[config.mk]
export PLATFORM = sky130hd
export DESIGN_NAME = mc_main_ctrl
export DESIGN_NICKNAME = d
export VERILOG_FILES = /design/src/rtl/mc_pkg.sv /design/src/rtl/mc_mem_wait.sv /design/src/rtl/mc_main_ctrl.sv
export SDC_FILE = /design/constraint.sdc
export NUM_CORES = 1
export LEC_CHECK = 0
export ABC_AREA = 1
export CAP_MARGIN = 20
export CORE_MARGIN = 2
export CORE_UTILIZATION = 36
export DETAILED_ROUTE_END_ITERATION = 8
export GPL_TIMING_DRIVEN = 0
export MAX_ROUTING_LAYER = met4
export PLACE_DENSITY = 0.89
export SYNTH_ARGS = -nofsm -noshare
export SYNTH_HDL_FRONTEND = slang
export SYNTH_SLANG_ARGS = --single-unit
[constraint.sdc]
create_clock -name clk -period 1.6 [get_ports clk]
set_clock_uncertainty 0.05 [all_clocks]
set_input_delay 0.4 -clock clk [delete_from_list [all_inputs] [get_ports clk]]
set_output_delay 0.4 -clock clk [all_outputs]
set_load 0.02 [all_outputs]
[src/rtl/mc_pkg.sv]
// Shared types and encodings for the multicycle main control FSM.
package mc_pkg;

    // 4-bit state encoding; 13..15 are unused and recover to S_RESET.
    typedef enum logic [3:0] {
        S_RESET  = 4'd0,
        S_FETCH  = 4'd1,
        S_DECODE = 4'd2,
        S_MEMADR = 4'd3,
        S_MEMRD  = 4'd4,
        S_MEMWB  = 4'd5,
        S_MEMWR  = 4'd6,
        S_EXEC   = 4'd7,
        S_ALUWB  = 4'd8,
        S_ADDIEX = 4'd9,
        S_ADDIWB = 4'd10,
        S_BRANCH = 4'd11,
        S_JUMP   = 4'd12
    } state_e;

    // Opcodes from IR[31:26]
    localparam logic [5:0] OP_RTYPE = 6'b000000;
    localparam logic [5:0] OP_LW    = 6'b100011;
    localparam logic [5:0] OP_SW    = 6'b101011;
    localparam logic [5:0] OP_BEQ   = 6'b000100;
    localparam logic [5:0] OP_J     = 6'b000010;
    localparam logic [5:0] OP_ADDI  = 6'b001000;

    // ALU B-operand select
    localparam logic [1:0] SRCB_B     = 2'b00;
    localparam logic [1:0] SRCB_4     = 2'b01;
    localparam logic [1:0] SRCB_IMM   = 2'b10;
    localparam logic [1:0] SRCB_IMMSH = 2'b11;

    // ALU operation class
    localparam logic [1:0] ALU_ADD   = 2'b00;
    localparam logic [1:0] ALU_SUB   = 2'b01;
    localparam logic [1:0] ALU_FUNCT = 2'b10;

    // PC source select
    localparam logic [1:0] PCS_ALU    = 2'b00;
    localparam logic [1:0] PCS_ALUOUT = 2'b01;
    localparam logic [1:0] PCS_JUMP   = 2'b10;

    // Bundle of datapath strobes decoded from the current state
    typedef struct packed {
        logic       iord;
        logic       mem_read;
        logic       mem_write;
        logic       ir_write;
        logic       reg_dst;
        logic       mem_to_reg;
        logic       reg_write;
        logic       alu_src_a;
        logic [1:0] alu_src_b;
        logic [1:0] alu_op;
        logic [1:0] pc_source;
        logic       pc_write;
        logic       pc_write_cond;
    } ctrl_t;

    // States that hold for the memory latency
    function automatic logic is_mem_state(input state_e s);
        return (s == S_FETCH) || (s == S_MEMRD) || (s == S_MEMWR);
    endfunction

endpackage

[src/rtl/mc_mem_wait.sv]
// Memory wait counter: cleared on entry to a memory state, counts up and
// flags the last cycle of a MEM_LAT-cycle access.
module mc_mem_wait
    import mc_pkg::*;
#(
    parameter int MEM_LAT = 1
) (
    input  logic clk,
    input  logic rst_n,
    input  logic start,
    output logic done
);

    localparam int CW = $clog2(MEM_LAT + 1);

    logic [CW-1:0] cnt_q, cnt_d;

    assign done = (cnt_q == CW'(MEM_LAT - 1));

    // Clear on entry; otherwise count, holding once the last cycle is reached
    always_comb begin
        cnt_d = cnt_q;
        if (start)
            cnt_d = '0;
        else if (!done)
            cnt_d = cnt_q + CW'(1);
    end

    // Counter register
    always_ff @(posedge clk or negedge rst_n) begin
        if (!rst_n)
            cnt_q <= '0;
        else
            cnt_q <= cnt_d;
    end

endmodule

[src/rtl/mc_main_ctrl.sv]
// Main control FSM of the multicycle datapath: sequences fetch/decode/
// execute/writeback and drives every datapath strobe as a Moore output.
module mc_main_ctrl
    import mc_pkg::*;
#(
    parameter int MEM_LAT = 1
) (
    input  logic       clk,
    input  logic       rst_n,
    input  logic [5:0] opcode,
    output logic       IorD,
    output logic       MemRead,
    output logic       MemWrite,
    output logic       IRWrite,
    output logic       RegDst,
    output logic       MemtoReg,
    output logic       RegWrite,
    output logic       ALUSrcA,
    output logic [1:0] ALUSrcB,
    output logic [1:0] ALUOp,
    output logic [1:0] PCSource,
    output logic       PCWrite,
    output logic       PCWriteCond,
    output logic       illegal_op,
    output logic [3:0] state_o
);

    state_e state_q, state_d;
    // lw/sw share MEMADR; remember which one DECODE saw, since opcode is
    // only trusted in DECODE.
    logic   is_sw_q, is_sw_d;
    logic   mem_start, mem_done;
    ctrl_t  ctrl;

    // Restart the wait counter whenever a memory state is freshly entered
    assign mem_start = is_mem_state(state_d) && (state_d != state_q);

    mc_mem_wait #(.MEM_LAT(MEM_LAT)) u_wait (
        .clk   (clk),
        .rst_n (rst_n),
        .start (mem_start),
        .done  (mem_done)
    );

    // State and lw/sw flag registers
    always_ff @(posedge clk or negedge rst_n) begin
        if (!rst_n) begin
            state_q <= S_RESET;
            is_sw_q <= 1'b0;
        end else begin
            state_q <= state_d;
            is_sw_q <= is_sw_d;
        end
    end

    // Next-state logic; illegal_op is the only opcode-dependent output
    always_comb begin
        state_d    = state_q;
        is_sw_d    = is_sw_q;
        illegal_op = 1'b0;
        case (state_q)
            S_RESET:  state_d = S_FETCH;
            S_FETCH:  if (mem_done) state_d = S_DECODE;
            S_DECODE: begin
                case (opcode)
                    OP_RTYPE: state_d = S_EXEC;
                    OP_LW:    begin state_d = S_MEMADR; is_sw_d = 1'b0; end
                    OP_SW:    begin state_d = S_MEMADR; is_sw_d = 1'b1; end
                    OP_BEQ:   state_d = S_BRANCH;
                    OP_J:     state_d = S_JUMP;
                    OP_ADDI:  state_d = S_ADDIEX;
                    default: begin
                        state_d    = S_FETCH;
                        illegal_op = 1'b1;
                    end
                endcase
            end
            S_MEMADR: state_d = is_sw_q ? S_MEMWR : S_MEMRD;
            S_MEMRD:  if (mem_done) state_d = S_MEMWB;
            S_MEMWR:  if (mem_done) state_d = S_FETCH;
            S_EXEC:   state_d = S_ALUWB;
            S_ADDIEX: state_d = S_ADDIWB;
            S_MEMWB, S_ALUWB, S_ADDIWB, S_BRANCH, S_JUMP:
                      state_d = S_FETCH;
            default:  state_d = S_RESET;
        endcase
    end

    // Moore output decode; FETCH commits IR and PC only on its last cycle
    always_comb begin
        ctrl = '0;
        case (state_q)
            S_FETCH: begin
                ctrl.mem_read  = 1'b1;
                ctrl.alu_src_b = SRCB_4;
                ctrl.ir_write  = mem_done;
                ctrl.pc_write  = mem_done;
            end
            S_DECODE: ctrl.alu_src_b = SRCB_IMMSH;
            S_MEMADR: begin
                ctrl.alu_src_a = 1'b1;
                ctrl.alu_src_b = SRCB_IMM;
            end
            S_MEMRD: begin
                ctrl.iord     = 1'b1;
                ctrl.mem_read = 1'b1;
            end
            S_MEMWB: begin
                ctrl.mem_to_reg = 1'b1;
                ctrl.reg_write  = 1'b1;
            end
            S_MEMWR: begin
                ctrl.iord      = 1'b1;
                ctrl.mem_write = 1'b1;
            end
            S_EXEC: begin
                ctrl.alu_src_a = 1'b1;
                ctrl.alu_op    = ALU_FUNCT;
            end
            S_ALUWB: begin
                ctrl.reg_dst   = 1'b1;
                ctrl.reg_write = 1'b1;
            end
            S_ADDIEX: begin
                ctrl.alu_src_a = 1'b1;
                ctrl.alu_src_b = SRCB_IMM;
            end
            S_ADDIWB: ctrl.reg_write = 1'b1;
            S_BRANCH: begin
                ctrl.alu_src_a     = 1'b1;
                ctrl.alu_op        = ALU_SUB;
                ctrl.pc_source     = PCS_ALUOUT;
                ctrl.pc_write_cond = 1'b1;
            end
            S_JUMP: begin
                ctrl.pc_source = PCS_JUMP;
                ctrl.pc_write  = 1'b1;
            end
            default: ctrl = '0;
        endcase
    end

    assign IorD        = ctrl.iord;
    assign MemRead     = ctrl.mem_read;
    assign MemWrite    = ctrl.mem_write;
    assign IRWrite     = ctrl.ir_write;
    assign RegDst      = ctrl.reg_dst;
    assign MemtoReg    = ctrl.mem_to_reg;
    assign RegWrite    = ctrl.reg_write;
    assign ALUSrcA     = ctrl.alu_src_a;
    assign ALUSrcB     = ctrl.alu_src_b;
    assign ALUOp       = ctrl.alu_op;
    assign PCSource    = ctrl.pc_source;
    assign PCWrite     = ctrl.pc_write;
    assign PCWriteCond = ctrl.pc_write_cond;
    assign state_o     = state_q;

endmodule

# After elaboration in Yosys (flattened, before gate mapping)
# Cells that the tools add are included.
dict set report word_totals {
  input_bits 8
  wordCells 65
  reg_bits 6
}
dict set report op_classes {
  addsub 1
  reduce_logical 15
  n_eq_ne 21
  muxes 24
  bitwise_logic 1
}
# op count
set op_table {}
lappend op_table {{4-bit case mux with 8 select lines} 1}
lappend op_table {{4-bit by 3-bit equality test with 1-bit output (second input constant)} 6}
lappend op_table {{4-bit equality test (second input constant)} 5}
lappend op_table {{4-bit case mux with 5 select lines} 1}
lappend op_table {{1-bit 2-to-1 mux} 13}
lappend op_table {{6-bit equality test (second input constant)} 2}
lappend op_table {{4-bit 2-to-1 mux} 3}
lappend op_table {{6-bit OR reduction} 2}
lappend op_table {{4-bit by 1-bit equality test with 1-bit output (second input constant)} 2}
lappend op_table {{4-bit by 2-bit equality test with 1-bit output (second input constant)} 2}
lappend op_table {{2-bit case mux with 2 select lines} 2}
lappend op_table {{2-bit OR reduction} 4}
lappend op_table {{6-bit by 2-bit equality test with 1-bit output (second input constant)} 1}
lappend op_table {{6-bit by 3-bit equality test with 1-bit output (second input constant)} 1}
lappend op_table {{6-bit by 4-bit equality test with 1-bit output (second input constant)} 1}
lappend op_table {{6-bit logical NOT} 1}
lappend op_table {{2-bit case mux with 3 select lines} 1}
lappend op_table {{4-bit logical NOT} 1}
lappend op_table {{4-bit != test} 1}
lappend op_table {{1-bit case mux with 2 select lines} 2}
lappend op_table {{4-bit OR reduction} 1}
lappend op_table {{3-bit OR reduction} 1}
lappend op_table {{1-bit logical OR} 2}
lappend op_table {{2-bit 2-to-1 mux} 1}
lappend op_table {{other kinds (5)} 5}

# Longest topological paths before layout
# Gate-level depths: netlist of the first run.
dict set report logic_depth {
  ltp_word 9
  mapped_depth 6
  depth_no_buf 6
}

# Hierarchy
# From an unflattened synthesis of the first run, not the netlist that was laid out.
dict set report hier_totals {
  hier_cells 117
  hier_area_um2 634.4
}
# mod cells_per_inst area_each_um2 n_inst seq_area_each_um2
set modules_own_cells {}
lappend modules_own_cells {mc_main_ctrl 115 623.1 1 125.1}
lappend modules_own_cells {mc_mem_wait 2 11.3 1 0.0}

# Worst setup path after synthesis of the first run
# OpenSTA, ideal clock, no wires.
dict set report synth_timing {
  path_type {register -> output}
  start {register state_q[0], in the netlist state_o[0]}
  end {output port ALUSrcA}
  setup_slack_ns -0.106
  path_buffers 0
  stages_incl_launch_ff 5
  required_time_ns 1.150
  t_arrival_ns 1.256
  path_cell_list {dfrtp_1 nand2_2 nor2_2 nor2_1 nand2_1}
}
dict set report synth_between {
  elab_chain_len 3
  elab_cells_between_ends 6
}
# element line
set synth_lines {}
lappend synth_lines {{from (decl)} mc_main_ctrl.sv:28} ;# state_e state_q, state_d;
lappend synth_lines {{from (signal assigned)} mc_main_ctrl.sv:51} ;# state_q <= state_d;
lappend synth_lines {{4-bit equality test (tied with other cells)} mc_main_ctrl.sv:92} ;# case (state_q)
lappend synth_lines {{4-bit OR reduction (no source line) (*)} n/a}
lappend synth_lines {{1-bit 2-to-1 mux (*)} mc_main_ctrl.sv:92}
lappend synth_lines {{to (decl)} mc_main_ctrl.sv:18} ;# output logic ALUSrcA,
# Every way passes the cells marked *; elsewhere a longest branch is shown, timed or not.

# Final worst setup path of the first run
dict set report layout_timing {
  start {register state_q[3], in the netlist state_o[3]}
  end {output port ALUSrcB[1]}
}
dict set report layout_between {
  elab_chain_len 3
  elab_cells_between_ends 6
}
# element line
set layout_lines {}
lappend layout_lines {{4-bit equality test or 4-bit by 2-bit equality test with 1-bit output (tied branches)} mc_main_ctrl.sv:92}
lappend layout_lines {{2-bit OR reduction (no source line)} n/a}
lappend layout_lines {{2-bit case mux with 3 select lines (*)} mc_main_ctrl.sv:92}
lappend layout_lines {{to (decl)} mc_main_ctrl.sv:19} ;# output logic [1:0] ALUSrcB,
# Marks and branches as above.

==> flow_metrics.py, run 1 <==
metrics = {
    "run_status": {
        "status": "complete, but fails checks",
        "violations": "setup timing",
    },
    "synth": {
        "synth_seq_cells": 5,
        "synth.top_cells.by_area": "dfrtp_1, nor2_1, nand2_1",
        "yosys_warnings": 0,
        "yosysMostFrequentCell": "nor2_1",
        "synth_xor_area_share_pct": 0,
        "synth_largest_area_cell": "dfrtp_1",
        "avgSynthCellArea_um2": 5.905,
        "syn_inst": 82,
        "synth_commonest_cells": "nor2_1, nand2_1, nand3_1, inv_1",
        "synth-simple-area-share_pct": 50.39,
        "muxShareOfSynthArea_pct": 0,
        "synth_compound_area_share_pct": 10.59,
        "netlist.area_leader.share_pct": 25.84,
        "ys_types": 17,
        "synth-edff-count": 0,
        "synth-seq-area-share_pct": 25.84,
        "synth_area_um2": 484.2,
        "syn_nets": 90,
        "synth_top_family_by_area": "simple AND/OR/NAND/NOR gates",
        "synth_top_flop_cell": "dfrtp_1",
        "synthAdderAreaFrac_pct": 0,
        "ys_async_sr_fraction_pct": 100.0,
    },
    "clock_network": {
        "cts_hold_buffers": 0,
        "clkSinkCount": 5,
        "clk_latency_ns": 0.25,
        "htreeDepth": 1,
        "tritoncts": "yes",
        "cts_buffers": 3,
        "cts_root_buf": "clkbuf_4",
        "cts_buffer_depth": 2,
        "path_clk_slew_ns": 0.05,
    },
    "routing": {
        "vias_per_cell": 5.259,
        "vias": 752,
        "first_pass_iters": 4,
        "ant_nets": 0,
        "drc_errors": 0,
        "post_drt_wl_per_cell_um": 14.51,
        "drt-total-wl_mm": 2.075,
        "dr.first_iter.drc_count": 14,
    },
    "cells_and_area": {
        "syn_to_final_growth_pct": 125.8,
        "final_nets": 137,
        "drive_above_1_share_pct": 60.94,
        "antenna_cells": 0,
        "design_area_um2": 1094,
        "final_cell_count_no_fill": 143,
        "utilization_pct": 85.10,
    },
    "place": {
        "place_area_um2": 814.5,
        "port_buffers": 28,
        "gp_congestion": 0.7510,
        "dp.cells": 125,
        "hpwl_mm": 1.113,
    },
    "pwr": {
        "p_switching_mw": 1.029,
        "p_comb_share_pct": 78.2,
        "power_leakage_nw": 0.5391,
        "p_clk_share_pct": 8.0,
        "ir_drop_mv": 0.8977,
        "power.share.switching_pct": 52.70,
        "p_int_uw": 924.0,
        "p_seq_share_pct": 13.8,
        "powerDensity_nw_per_um2": 1786,
    },
    "sta": {
        "setup_viol": 16,
        "rsz0062_at_grt": "true",
        "whs_ns": 0.3318,
        "min_period_ns": 1.845,
        "finalSetupTns_ns": -2.608,
        "slew_headroom_pct": 82.91,
        "fmax_mhz": 542.0,
        "fin_crit_sh_pct": 115.3,
        "drv_slew": 0,
        "tightest_slew_ns": 0.2556,
        "hold_viol_final": 0,
        "fin_ws_ns": -0.2450,
    },
    "global_routing": {
        "antenna_found_initial": 0,
        "grt_max_degree": 7,
        "grt_usage_pct": 23.77,
        "grt_pass1_vias": 613,
        "grt_overflow_total": 0,
        "grt_pass1_wl_mm": 2.463,
    },
    "critical_path": {
        "worstSetupPathType": "reg2out",
        "reg2reg_depth": 5,
        "end_kind": "output pin",
        "rrSetupSlack_ns": 0.20,
        "crit_path_end": "ALUSrcB[1]",
        "start_kind": "flip-flop",
        "critPathRequiredTime_ns": 1.15,
        "critPathArrivalTime_ns": 1.40,
        "crit_path_start": "state_o[3]",
        "critPathMaxFanout": 4,
        "r2r-start": "state_o[3]",
        "timing.rr.end": "is_sw_q",
    },
    "floorplan": {
        "dieArea_um2": 1654,
        "num_rows": 13,
        "die_x_um": 40.68,
        "die_y_um": 40.68,
        "core_um2": 1285,
        "initial_utilization_pct": 37.68,
        "ios": 29,
    },
    "hold_path": {
        "hold_path_class": "in2async",
    },
    "job": {
        "max_cap_violations": 0,
    },
}
==> per-stage QoR <==
stage	total power, mW	setup slack (ns)
global placement	1.287	-0.8475
CTS	1.641	-0.2189
finish	1.953	-0.2450
floorplan	0.8770	-0.02156
global route	2.066	-0.2736
detailed placement	1.314	-0.8570
==> layout by cell type (no fill, tap or decap), drive strengths merged <==
cell / Yosys / layout
buf: 2 / 33
o21ai: 5 / 5
dfrtp: 5 / 5
a21oi: 2 / 2
clkdlybuf4s15: 0 / 1
and2: 1 / 1
nand2: 18 / 18
clkbuf: 0 / 5
nor2: 22 / 22
clkdlybuf4s50: 0 / 1
o22ai: 2 / 2
nand3: 11 / 11
nor3: 1 / 1
dlygate4sd2: 0 / 8
inv: 13 / 13
==> flip-flops by register name (all words and copies together) (netlist names) <==
signal and count:
is_sw_q 1, state_o 4
==> how the worst min path moves through the flow <==
stage | startpoint | end | slack (ns) | cells past startpoint
final | rst_n | state_o[3] | 0.33 | 1
after CTS | rst_n | state_o[0] | 0.34 | 1
after floorplan | rst_n | is_sw_q | 0.05 | 0
after detailed placement | is_sw_q | is_sw_q | 0.45 | 2
after global routing | rst_n | state_o[3] | 0.35 | 1
after global placement | is_sw_q | state_o[1] | 0.43 | 2
==> critical path, stage by stage (launching register included) <==
cell     delay (ns)
dfrtp_2        0.48
nor2_4         0.17
inv_2          0.08
o22ai_1        0.22
buf_4          0.19
==> per-layer routing <==
| layer | wire [um] | up-vias | global-route usage (%) | part of all wire, % |
|---|---|---|---|---|
| met5 | 0 | - | - | 0 |
| met4 | 74 | 0 | 11.67 | 3.6 |
| met3 | 103 | 9 | 4.348 | 5.0 |
| met2 | 1134 | 40 | 46.03 | 55 |
| met1 | 762 | 351 | 21.81 | 37 |
| li1 | - | 352 | - | - |
==> power by group through the flow <==
stage | registers [mW] | logic [mW] | clock network [mW]
6_report | 0.269 | 1.53 | 0.156
3_3_place_gp | 0.241 | 1.05 | 0
5_1_grt | 0.275 | 1.63 | 0.165
2_1_floorplan | 0.278 | 0.599 | 0
3_5_place_dp | 0.246 | 1.07 | 0
4_1_cts | 0.247 | 1.24 | 0.151
==> repair_timing <==
action                     4_1_cts  5_1_grt
hold endpoints to repair         0        0
cloned                           0        0
setup endpoints to repair       21       18
setup buffers                    9        5
pin swaps                        7        6
gates resized for setup        119       31
==> kinds of logic (layout without fill, tap and decap cells) <==
kind of cell,after synthesis,after routing
DFF,5,5
AOI/OAI and AO/OA,9,9
and+or+nand+nor,53,53
buffers and inverters,15,61
==> final cells by class <==
type	instances	area, um2
inverters	13	58.81
fillers	80	191.4
plain buffers	2	15.01
clock buffers	4	26.28
multi-input cells	62	449.2
flip-flops and latches	5	128.9
repair buffers	42	396.6
well taps	15	18.77
No activity file was read; power rests on OpenSTA's default activity.
==> run 2, diff against run 1 <==
- CTS_CLUSTER_DIAMETER: unset -> 100
- PLACE_DENSITY: 0.89 -> 0.87
==> run 2 against run 1 <==
The run still ends with setup timing left. Clock power down 4%. Combinational power down 6%. Largest power group unchanged. Die area unchanged. Sequential cell count unchanged. Critical path depth up 2.
==> flow_metrics.py, run 2 (synthesized netlist as in run 1, its figures left out) <==
metrics = {
    "run_status": {
        "status": "complete, but fails checks",
        "violations": "setup timing",
    },
    "place": {
        "pre_cts_slack_ns": -0.8692,
        "port_buffers": 28,
        "hpwl_mm": 1.129,
        "gp_congestion": 0.7786,
    },
    "cells_and_area": {
        "drive_above_1_share_pct": 57.48,
        "layout_common_cells": "buf_4, nand2_1, buf_6",
        "antenna_cells": 0,
        "final_common_cell": "buf_4",
        "utilization_pct": 80.72,
        "final_nets": 136,
        "syn_to_final_growth_pct": 114.2,
        "largest_register_ff_count": 4,
    },
    "sta": {
        "slew_headroom_pct": 84.72,
        "tightest_slew_ns": 0.2285,
        "min_period_ns": 1.800,
        "fin_crit_sh_pct": 112.5,
        "fin_ws_ns": -0.2005,
        "fmax_mhz": 555.4,
        "setup_viol": 17,
        "rsz0062_at_grt": "true",
        "hold_viol_final": 0,
        "drv_slew": 0,
    },
    "floorplan": {
        "die_y_um": 40.68,
        "ios": 29,
        "num_rows": 13,
        "initial_utilization_pct": 37.68,
        "dieArea_um2": 1654,
        "die_x_um": 40.68,
        "core_um2": 1285,
    },
    "clock_network": {
        "cts_hold_buffers": 0,
        "cts_root_buf": "clkbuf_4",
        "cts_buffers": 3,
        "path_clk_slew_ns": 0.04,
        "htreeDepth": 1,
        "clkSinkCount": 5,
        "tritoncts": "yes",
        "cts_buffer_depth": 2,
        "clk_latency_ns": 0.25,
    },
    "global_routing": {
        "grt_util_met3_pct": 4.348,
        "globalRouteMet1Util_pct": 21.33,
        "grt_max_degree": 7,
        "grt_usage_pct": 27.22,
        "antenna_found_initial": 0,
        "top_usage_layer": "met2",
        "grt_pass1_wl_mm": 2.829,
        "use_met2_pct": 54.76,
        "grt_overflow_total": 0,
        "grt_pass1_vias": 701,
    },
    "critical_path": {
        "r2r-start": "state_o[3]",
        "worstSetupPathType": "reg2out",
        "critPathRequiredTime_ns": 1.15,
        "start_kind": "flip-flop",
        "end_kind": "output pin",
        "critPathMaxFanout": 5,
        "critPathArrivalTime_ns": 1.35,
        "crit_path_start": "state_o[1]",
        "reg2reg_depth": 5,
    },
    "routing": {
        "first_pass_iters": 2,
        "post_drt_wl_per_cell_um": 13.97,
        "dr.first_iter.drc_count": 10,
        "vias": 718,
        "ant_nets": 0,
        "drt-total-wl_mm": 1.984,
        "vias_per_cell": 5.056,
        "drc_errors": 0,
    },
    "hold_path": {
        "hold_path_class": "in2async",
    },
    "pwr": {
        "powerDensity_nw_per_um2": 1781,
        "p_total_mw": 1.847,
        "ir_drop_mv": 0.8606,
        "power_leakage_nw": 0.5319,
    },
    "job": {
        "max_cap_violations": 0,
    },
}
## run 2: changes by cell type in the layout (fill, tap and decap cells not counted), sizes merged
| cell | delta |
|---|---|
| dlygate4sd2 | +1 |
| clkbuf | -1 |
| buf | -1 |
## run 2: power by group
part	internal, mW	switching, mW	leakage [nW]
Sequential	0.177	0.0817	0.0598
Combinational	0.619	0.821	0.457
Clock	0.0944	0.0543	0.0150
Total	0.890	0.956	0.532
## run 2: stage by stage
stage                      TNS, ns  cell area [um2]  cells  hold WS [ns]
final                       -1.882             1037    142        0.3231
after global routing        -2.720             1037    142        0.3552
after CTS                   -1.367            949.7    138        0.3324
after detailed placement    -6.324            814.5    125        0.4486
after global placement      -5.949            814.5    125        0.4339
after floorplan           -0.04292            515.5     82       0.05441
## run 2: path summary, 6_finish.rpt
kind	end	slack [ns]
max in group asynchronous	state_o[2]	0.97
worst max-delay path	PCWrite	-0.20
worst min-delay path	state_o[3]	0.32
worst min register to register	is_sw_q	0.45
min in group clk	is_sw_q	0.45
worst max register to register	is_sw_q	0.32
## run 2: layout make-up
cell class                 instances  area [um2]
inverter                          13       58.81
buffer                             2       15.01
timing repair buffer              41       361.6
tap                               15       18.77
fill                              84       247.7
sequential                         5       130.1
multi-input combinational         62       426.7
clock buffer                       4       26.28
## run 2: timing repair
action	4_1_cts	5_1_grt
resized for setup	122	15
endpoints found under the setup margin	21	17
buffers inserted	9	4
pin swaps	7	1
## run 2: layer usage
layer / share of wire [%] / vias to the layer above
met5: 0 / -
met4: 3.3 / 0
met3: 4.5 / 9
met2: 58 / 30
met1: 34 / 332
li1: - / 347
## run 2: critical path, cell delays in order, from the launching register on
cell and delay (ns):
dfrtp_2 0.46, inv_4 0.12, nand2_4 0.10, nor2_4 0.15, inv_2 0.07, nand2_1 0.08
buf_6 0.12
==> run 3, diff against run 2 <==
- SLEW_MARGIN: unset -> 20
==> results of run 3 <==
Final layout, timing and power as in run 2 (identical DEF).
